<file path="config.mk">
export PLATFORM = sky130hd
export DESIGN_NAME = multicycle_control_unit
export DESIGN_NICKNAME = d
export VERILOG_FILES = /design/src/rtl/multicycle_control_unit.sv
export SDC_FILE = /design/constraint.sdc
export NUM_CORES = 1
export LEC_CHECK = 0
export CAP_MARGIN = 20
export CORE_MARGIN = 10
export CORE_UTILIZATION = 46
export CTS_CLUSTER_SIZE = 25
export DETAILED_ROUTE_END_ITERATION = 10
export HOLD_SLACK_MARGIN = 0.06
export PLACE_DENSITY = 0.82
export SETUP_SLACK_MARGIN = 0.4
export SYNTH_ARGS = -nofsm -noshare
export SYNTH_HDL_FRONTEND = slang
export SYNTH_SLANG_ARGS = --single-unit
</file>
<file path="constraint.sdc">
create_clock -name clk -period 2.8 [get_ports clk]
set_input_delay 0.42 -clock clk [delete_from_list [all_inputs] [get_ports clk]]
set_output_delay 0.42 -clock clk [all_outputs]
set_load 0.01 [all_outputs]
</file>
<file path="src/rtl/multicycle_control_unit.sv">
// Multi-cycle RV32I control sequencer: FETCH/DECODE/EXEC/MEM/WB with a bounded
// memory-ready wait and sticky illegal/bus-error trap flags.
module multicycle_control_unit #(
  parameter int MAX_WAIT  = 15,
  parameter int ALUCTRL_W = 4
) (
  input  logic                 clk,
  input  logic                 rst,
  input  logic [31:0]          instruction,
  input  logic                 mem_ready,
  output logic                 IorD,
  output logic                 MemRead,
  output logic                 MemWrite,
  output logic [2:0]           mem_size,
  output logic                 IRWrite,
  output logic                 PCWrite,
  output logic                 ALUSrc,
  output logic [ALUCTRL_W-1:0] ALUCtrl,
  output logic                 MemToReg,
  output logic                 RegWrite,
  output logic                 instr_done,
  output logic                 illegal,
  output logic                 bus_error
);

  typedef enum logic [2:0] {S_FETCH, S_DECODE, S_EXEC, S_MEM, S_WB, S_TRAP} state_t;
  typedef enum logic [1:0] {C_RTYPE, C_IALU, C_LOAD, C_STORE} cls_t;

  localparam logic [3:0] OP_ADD = 4'd0, OP_SUB = 4'd1, OP_SLL = 4'd2, OP_SLT = 4'd3,
                         OP_SLTU = 4'd4, OP_XOR = 4'd5, OP_SRL = 4'd6, OP_SRA = 4'd7,
                         OP_OR = 4'd8, OP_AND = 4'd9;

  state_t     state, next;
  cls_t       cls, dec_cls;
  logic [3:0] op, dec_op, base_op;
  logic [2:0] funct3;
  logic [7:0] wait_cnt;
  logic       illegal_q, bus_error_q;
  logic       dec_legal, set_illegal, set_bus_error;
  logic       mem_phase, timeout;

  logic [2:0] f3;
  logic [6:0] opc;
  logic       i30;
  logic       unused_bits;
  assign f3  = instruction[14:12];
  assign opc = instruction[6:0];
  assign i30 = instruction[30];
  assign unused_bits = ^{instruction[31], instruction[29:15], instruction[11:7]};

  always_comb begin
    base_op = OP_ADD;
    case (f3)
      3'b000: base_op = i30 ? OP_SUB : OP_ADD;
      3'b001: base_op = OP_SLL;
      3'b010: base_op = OP_SLT;
      3'b011: base_op = OP_SLTU;
      3'b100: base_op = OP_XOR;
      3'b101: base_op = i30 ? OP_SRA : OP_SRL;
      3'b110: base_op = OP_OR;
      default: base_op = OP_AND;
    endcase
  end

  always_comb begin
    dec_legal = 1'b0;
    dec_cls   = C_RTYPE;
    dec_op    = OP_ADD;
    case (opc)
      7'b0110011: begin
        dec_cls   = C_RTYPE;
        dec_op    = base_op;
        dec_legal = !i30 || f3 == 3'b000 || f3 == 3'b101;
      end
      7'b0010011: begin
        // addi has no SUB form: bit 30 is just immediate there
        dec_cls   = C_IALU;
        dec_op    = (f3 == 3'b000) ? OP_ADD : base_op;
        dec_legal = !(f3 == 3'b001 && i30);
      end
      7'b0000011: begin
        dec_cls   = C_LOAD;
        dec_legal = f3 inside {3'b000, 3'b001, 3'b010, 3'b100, 3'b101};
      end
      7'b0100011: begin
        dec_cls   = C_STORE;
        dec_legal = f3 inside {3'b000, 3'b001, 3'b010};
      end
      default: dec_legal = 1'b0;
    endcase
  end

  assign mem_phase = (state == S_FETCH) || (state == S_MEM);
  assign timeout   = mem_phase && !mem_ready && (wait_cnt == 8'(MAX_WAIT - 1));

  always_comb begin
    next          = state;
    set_illegal   = 1'b0;
    set_bus_error = 1'b0;
    IorD = 1'b0; MemRead = 1'b0; MemWrite = 1'b0; mem_size = 3'b000;
    IRWrite = 1'b0; PCWrite = 1'b0; ALUSrc = 1'b0; ALUCtrl = '0;
    MemToReg = 1'b0; RegWrite = 1'b0; instr_done = 1'b0;
    if (!rst) begin
      case (state)
        S_FETCH: begin
          MemRead = 1'b1;
          if (mem_ready) begin
            IRWrite = 1'b1;
            PCWrite = 1'b1;
            next    = S_DECODE;
          end else if (timeout) begin
            set_bus_error = 1'b1;
            next          = S_TRAP;
          end
        end
        S_DECODE: begin
          if (dec_legal) next = S_EXEC;
          else begin
            set_illegal = 1'b1;
            next        = S_TRAP;
          end
        end
        S_EXEC: begin
          ALUSrc  = (cls != C_RTYPE);
          ALUCtrl = ALUCTRL_W'(op);
          next    = (cls == C_LOAD || cls == C_STORE) ? S_MEM : S_WB;
        end
        S_MEM: begin
          IorD     = 1'b1;
          mem_size = funct3;
          ALUSrc   = 1'b1;
          MemRead  = (cls == C_LOAD);
          MemWrite = (cls == C_STORE);
          if (mem_ready) begin
            instr_done = (cls == C_STORE);
            next       = (cls == C_LOAD) ? S_WB : S_FETCH;
          end else if (timeout) begin
            set_bus_error = 1'b1;
            next          = S_TRAP;
          end
        end
        S_WB: begin
          RegWrite   = 1'b1;
          MemToReg   = (cls == C_LOAD);
          instr_done = 1'b1;
          next       = S_FETCH;
        end
        default: next = S_TRAP;
      endcase
    end
  end

  assign illegal   = illegal_q & ~rst;
  assign bus_error = bus_error_q & ~rst;

  always_ff @(posedge clk) begin
    if (rst) begin
      state       <= S_FETCH;
      cls         <= C_RTYPE;
      op          <= OP_ADD;
      funct3      <= 3'b000;
      wait_cnt    <= 8'd0;
      illegal_q   <= 1'b0;
      bus_error_q <= 1'b0;
    end else begin
      state       <= next;
      illegal_q   <= illegal_q | set_illegal;
      bus_error_q <= bus_error_q | set_bus_error;
      if (state == S_DECODE) begin
        cls    <= dec_cls;
        op     <= dec_op;
        funct3 <= f3;
      end
      // counts only uninterrupted waiting within one memory state
      if (mem_phase && !mem_ready && next == state) wait_cnt <= wait_cnt + 8'd1;
      else wait_cnt <= 8'd0;
    end
  end

endmodule

</file>
# After elaboration in Yosys (flattened, before gate mapping)
# Cells that the tools add are included.
[op_classes]
add_sub_neg = 1
bitwise_logic = 6
n_mux = 44
n_eq_ne = 18
n_reduce_logical = 18
[op_table]
columns = ["op", "count"]
rows = [
  ["one-hot mux 4 bit (7 select lines)", 1],
  ["two-way mux 3 bit", 9],
  ["two-way mux 1 bit", 24],
  ["one-hot mux 3 bit (5 select lines)", 1],
  ["equality test 7 x 6 -> 1 bit (second input constant)", 2],
  ["equality test 3 x 2 -> 1 bit (second input constant)", 4],
  ["equality test 3 bit (second input constant)", 4],
  ["two-way mux 4 bit", 3],
  ["adder 8 x 1 -> 8 bit (second input constant)", 1],
  ["equality test 8 x 4 -> 1 bit (second input constant)", 1],
  ["one-hot mux 4 bit (2 select lines)", 1],
  ["equality test 7 x 2 -> 1 bit (second input constant)", 1],
  ["equality test 7 x 5 -> 1 bit (second input constant)", 1],
  ["equality test 3 x 1 -> 1 bit (second input constant)", 2],
  ["zero test 3 bit", 2],
  ["one-hot mux 1 bit (2 select lines)", 3],
  ["one-hot mux 2 bit (3 select lines)", 1],
  ["nonzero test 5 bit", 1],
  ["equality test 2 bit (second input constant)", 2],
  ["logical AND 1 bit", 4],
  ["logical OR 1 bit", 4],
  ["one-hot mux 1 bit (4 select lines)", 1],
  ["OR reduction 2 bit", 2],
  ["equality test 3 bit", 1],
  ["other kinds (6)", 11],
]
[totals]
reg_bits = 22
word_cells = 94
input_bits = 35
output_inout_bits = 18

# Longest topological paths before layout
# Gate-level depths: netlist (run 1).
[depth]
word_depth = 12
mapped_depth = 7
depth_no_buf = 7

# Worst setup path before layout (run 1)
# Ideal clock, no wire load.
[synth_path]
path_kind = "input -> output"
start = "in rst"
end = "out MemToReg"
arrival_ns = 1.494
cell_stages = 3
slack_ns = 0.886
path_buffers = 1
cell_sequence = "clkbuf_1 > nor4b_1 > and2_1"
[synth_via]
elab_chain_len = 1
[synth_lines]
columns = ["item", "line_no", "text"]
rows = [
  ["start: declaration", "8", "input logic rst,"],
  ["two-way mux 1 bit", "103", "if (!rst) begin"],
  ["end: declaration", "19", "output logic MemToReg,"],
]
# No other way between the ends.

# Final worst setup path (run 1)
[layout_path]
start = "in rst"
end = "out instr_done"
[layout_via]
elab_chain_len = 1
[layout_lines]
columns = ["item", "line_no", "text"]
rows = [
  ["two-way mux 1 bit", "103", ""],
  ["end: declaration", "21", "output logic instr_done,"],
]
# No other way between the ends.

==> results of run 1 <==
## metrics by stage
step	hold WS, ns	instance area [um^2]	total power [W]	utilization
global route	0.4928	1747	0.0007224	0.6389
global placement	0.4373	1643	0.0004444	0.6009
detailed placement	0.4422	1643	0.0004473	0.6009
CTS	0.4606	1714	0.0006948	0.6270
finish	0.4614	1747	0.0006904	0.6389
floorplan	0.4274	1305	0.0004029	-
## critical path, stage by stage
cell and delay [ns]:
dlygate4sd2_1 0.33, and4bb_2 0.33, and3_1 0.19, a21o_1 0.12
clkdlybuf4s50_1 0.55
## routing by layer
metal,wire length (um),vias to the layer above,GRT usage
met1,1359,603,0.1415
li1,-,648,-
met4,48,0,0.04852
met2,1727,49,0.2264
met5,0,-,0
met3,183,6,0.01750
## timing repair
action	4_1_cts	5_1_grt
buffers inserted	0	2
gates resized for setup	8	5
hold buffers	0	0
setup endpoints to repair	14	8
gates cloned	0	0
## layout make-up
cell class | count | area (um^2) | share of cell area
Multi-Input combinational cell | 129 | 822.0 | 0.4706
Sequential cell | 22 | 452.9 | 0.2593
Timing Repair Buffer | 38 | 361.6 | 0.2070
Tap cell | 31 | 38.79 | 0.02221
Clock inverter | 1 | 30.03 | 0.01719
Clock buffer | 3 | 22.52 | 0.01289
Inverter | 5 | 18.77 | 0.01074
## worst max-delay path by stage
stage	depth (start not counted)	to
after floorplan	3	MemToReg
after global placement	4	MemToReg
after detailed placement	4	MemToReg
after CTS	4	instr_done
after global routing	4	instr_done
final	5	instr_done
## layout by cell type (no fill, tap or decap), types with 2 or more instances in the layout
cell type and instances:
nor3_1 3, o21ai_1 2, nor2b_1 4, buf_4 7, ha_1 2, xor2_1 5, nand3_1 10, inv_1 5
nand4_1 2, dfxtp_1 18, and2_1 5, nor4bb_1 2, nor2_1 17, a21oi_1 12, dfxtp_4 3, a31oi_1 2
clkdlybuf4s50_1 30, xnor2_1 3, clkbuf_4 3, and3_1 8, a21o_1 2, nand2_1 20, o21ai_0 5
## flip-flops by register name, summed over array words and instances, names as in the netlist
signal       flops
funct3           3
cls              2
illegal_q        1
bus_error_q      1
op               4
state            3
wait_cnt         8
## power breakdown
| group | internal (W) | switching [W] | total (W) |
|---|---|---|---|
| Clock | 0.000145 | 0.000102 | 0.000247 |
| Sequential | 0.000320 | 0.0000130 | 0.000333 |
| Combinational | 0.0000544 | 0.0000558 | 0.000110 |
| Total | 0.000519 | 0.000171 | 0.000690 |
## logic make-up (layout without fill, tap and decap cells)
group,after synthesis,count (layout),share of synthesized area
mux,1,1,0.008628
fa+ha+maj,2,2,0.01917
flops,22,22,0.3375
buf+inv,15,47,0.05177
compound gates,36,36,0.1774
simple gates,82,82,0.3519
xor+xnor,8,8,0.05369
==> results.ini, run 1 <==
[setup_path]
startpoint=rst
end_kind=primary output
rr_endpoint=state[0]
regToRegSetupSlack_ns=1.17
reg2reg_from=wait_cnt[0]
required_ns=2.38
rr_worst_depth=7
crit_type=primary input to primary output
cp_max_fo=6
crit_arrival_ns=1.94
crit_path_start_kind=primary input

[power]
cellLeakagePower_nw=0.6651
power.density_nw_per_um2=395.2
vdd_drop_max_v=0.0003412

[global_route]
grt_overflow=0
grt_max_degree=15
grt_pass1_wl_um=5554
grt_pass1_vias=1270
track_usage=0.1247
antenna_found_initial=0

[min_path]
hold_class=flop to flop
min_from=op[3]
hold_depth=2
min_to=op[3]

[sta]
fmax_mhz=423.8
rsz0062_at_grt=true
final.period_utilization=0.8426
fin_ws_ns=0.4406
finalSetupViolCount=0
hold_viol_final=0
worst_pin_slew_ns=0.4265
post-route-min-period_ns=2.359
fin_skew_ns=0.009323
tns_ns=0
maxSlewHeadroom=0.7153
slew_violations=0

[floorplanning]
dieArea_um2=5368
boundaryPins=53
core-area_um2=2734
core.rowCount=19
initial_utilization=0.4773
die_w_um=73.27
die_h_um=73.27

[synthesis]
syn_inst=166
synth_edf_count=0
yosys_warnings=0
synth_top_area_share=0.3375
syn_avg_cell_area_um2=7.861
synth_area_leaders=dfxtp_1 34%, nand2_1 5.8%, nor2_1 5.2%, a21oi_1 4.6%, and3_1 3.8%
syn-cell-area_um2=1305
ys_seq_area_frac=0.3375
syn-num-nets=203
synth-main-ff-cell=dfxtp_1
synth_seq_cells=22
yosysTopAreaCell=dfxtp_1
ys_types=45
asyncSetResetFlopFracSynth=0
synth_common_cells=22 x dfxtp_1, 20 x nand2_1, 18 x nor2_1, 12 x a21oi_1, 10 x nand3_1
yosysMostFrequentCell=dfxtp_1

[routing]
dr.pass1.iters=5
drt.antenna.violating_nets=0
routedWlPerCell_um=14.49
postRouteWirelength_um=3319
routed_via_density=5.703
drt-initial-drc-count=115
via_count=1306
drc=0

[finish]
area_growth_pct=33.85
nFillCells=234
layout.nets=236
diodes=0
drive_above_1_share=0.1313
fin_cells=229

[cts]
cts_tree=yes
cts.reportedPaths.clkPinSlew_ns=0.13
cts-root-buf=clkbuf_4
cts_max_path_buffers=2
clock_sinks=22
clk-insertion-delay-late_ns=0.32
htreeDepth=1
numCtsBuffers=3

[placement]
place_worst_setup_slack_ns=0.1882
dp_hpwl_um=2509
gp_congestion=0.8779
port_buffers=31
placedCellCount=223

[status]
status=completed

[flow_run]
cap_violations=0

Note: power is estimated with default switching activity, not from simulation.
==> run 2, diff against run 1 <==
- CORE_UTILIZATION: 46 -> 38
- PLACE_DENSITY: 0.82 -> 0.72
- clock period: 2.8 -> 2 ns (I/O delays scaled with it)
==> results.ini, run 2 (synthesized netlist as in run 1, its figures left out) <==
[routing]
drc=0  ; unchanged
drt.antenna.violating_nets=0  ; unchanged
routed_via_density=5.170  ; -9.3%
postRouteWirelength_um=4199  ; +27%
routedWlPerCell_um=15.21  ; +5.0%
via_count=1427  ; +9.3%
drt-initial-drc-count=62  ; -46%
dr.pass1.iters=4  ; -1

[power]
power_frac_seq=0.513  ; +0.030
vdd_drop_max_v=0.0002414  ; -29%
p_clk_frac=0.229  ; -0.129
swShare=0.2878  ; +0.04003
power.density_nw_per_um2=419.6  ; +6.2%
cellLeakagePower_nw=0.9026  ; +36%
cellInternalPower_w=0.0006352  ; +22%
p_switching_w=0.0002567  ; +50%
combPwrFrac=0.259  ; +0.099

[min_path]
min_from=rst
min_to=bus_error_q
hold_class=primary input to flop
hold_depth=3  ; +1

[sta]
fmax_mhz=571.8
tns_ns=0  ; unchanged
rsz0062_at_grt=true
finalSetupViolCount=0  ; unchanged
fin_skew_ns=0.01018  ; +0.0008529 ns
maxSlewHeadroom=0.7145  ; -0.0008780
hold_ws_ns=0.4179  ; -0.04357 ns
final.period_utilization=0.8744
fin_ws_ns=0.2512  ; -0.1893 ns
hold_viol_final=0  ; unchanged
worst_pin_slew_ns=0.4273  ; +0.0007138 ns
slew_violations=0  ; unchanged
post-route-min-period_ns=1.749

[floorplanning]
boundaryPins=53  ; unchanged
initial_utilization=0.3911  ; -0.08627
core.rowCount=21  ; +2
die_h_um=78.60  ; +7.3%
core-area_um2=3337  ; +22%
dieArea_um2=6178  ; +15%
die_w_um=78.60  ; +7.3%

[global_route]
grt_pass1_vias=1358  ; +6.9%
antenna_found_initial=0  ; unchanged
grt_pass1_wl_um=6589  ; +19%
grt_overflow=0  ; unchanged
grt_max_degree=12  ; -3
track_usage=0.1299  ; +0.005222

[setup_path]
reg2reg_from=state[2]
path_delay_family=flip-flops
critical-path-max-stage-delay_ns=0.38  ; -0.17 ns
crit_buf_inv=3  ; +1
regToRegSetupSlack_ns=0.45  ; -0.72 ns
crit_arrival_ns=1.45  ; -0.49 ns
crit_path_start_kind=flop
cpMaxStageDelayCell=dfxtp_4
cp_max_fo=4  ; -2
end_kind=primary output
rr_endpoint=wait_cnt[4]
path_cells=buf_8, nor4b_4, buf_4, a21o_1, buf_6
rr_worst_depth=7  ; unchanged
crit_type=flop to primary output
required_ns=1.70  ; -0.68 ns

[finish]
final_cell_mix=32 x buf_4, 20 x nand2_1, 15 x dfxtp_1, 15 x buf_6
regMostFlops=wait_cnt
post-route-util=0.6370  ; -0.001857
drive_above_1_share=0.4261  ; +0.2948
layout.nets=269  ; +14%
final_common_cell=buf_4
diodes=0  ; unchanged
largest_reg_flops=8  ; unchanged
reg_top3=wait_cnt (8), op (4)
area_growth_pct=62.90

[cts]
clk-insertion-delay-late_ns=0.31  ; about the same
cts.reportedPaths.clkPinSlew_ns=0.12  ; about the same
htreeDepth=1  ; unchanged
cts_tree=yes
cts-root-buf=clkbuf_4
clock_sinks=22  ; unchanged
cts_hold_buf=0  ; unchanged
cts_max_path_buffers=2  ; unchanged
numCtsBuffers=3  ; unchanged

[flow_run]
cap_violations=0  ; unchanged

[placement]
place_worst_setup_slack_ns=-0.2890  ; -0.4772 ns
dp_hpwl_um=2637  ; +5.1%
gp_congestion=0.8391  ; -4.4%
port_buffers=31  ; unchanged

[status]
status=completed

==> run 2: cell type report <==
type	instances	area (um^2)
fill	293	1211
multi-input combinational	130	963.4
timing repair buffer	70	609.3
sequential	22	454.2
tap	46	57.56
clock buffer	3	22.52
inverter	5	18.77
==> run 2: worst register-to-register path: cells and delay by family (launching register included) <==
kind	cells	cell delay [ns]
and+or+nand+nor	2	0.40
AOI/OAI and AO/OA	3	0.51
buffers and inverters	2	0.23
DFF	1	0.36
==> run 2: worst max path at each step <==
stage / startpoint / to / slack (ns) / depth (start not counted)
after detailed placement: rst / MemToReg / -0.29 / 5
after global routing: state[1] / instr_done / 0.14 / 5
after CTS: state[0] / instr_done / 0.23 / 5
after global placement: rst / ALUCtrl[0] / -0.26 / 6
after floorplan: state[1] / ALUSrc / 0.45 / 3
final: state[1] / instr_done / 0.25 / 5
==> run 2: power by group through the flow <==
stage / clock, W / combinational [W] / sequential, W
finish: 0.000204 / 0.000231 / 0.000458
global route: 0.000243 / 0.000251 / 0.000459
CTS: 0.000207 / 0.000200 / 0.000457
detailed placement: 0 / 0.000181 / 0.000468
global placement: 0 / 0.000180 / 0.000467
floorplan: 0 / 0.000101 / 0.000464
==> run 2: routing by layer <==
layer | track usage | up-vias | wire (um)
li1 | - | 715 | -
met2 | 0.2229 | 32 | 2197
met5 | 0 | - | 0
met1 | 0.1540 | 674 | 1791
met4 | 0.05197 | 0 | 52
met3 | 0.02620 | 6 | 158
==> run 2: timing repair <==
item | 4_1_cts | 5_1_grt
pin swaps | 10 | 14
resized for setup | 100 | 22
gates cloned | 0 | 1
setup buffers | 12 | 7
setup endpoints to repair | 25 | 27
==> run 2: per-stage QoR <==
stage | instances | instance area, um^2 | total power (W)
final | 276 | 2126 | 0.0008919
after detailed placement | 253 | 1780 | 0.0006487
after global routing | 276 | 2126 | 0.0009538
after global placement | 253 | 1780 | 0.0006470
after floorplan | 166 | 1311 | 0.0005650
after CTS | 268 | 1959 | 0.0008641
==> run 3, diff against run 2 <==
- HOLD_SLACK_MARGIN: 0.06 -> 0.08
==> results of run 3 <==
Final layout, timing and power as in run 2 (identical DEF).
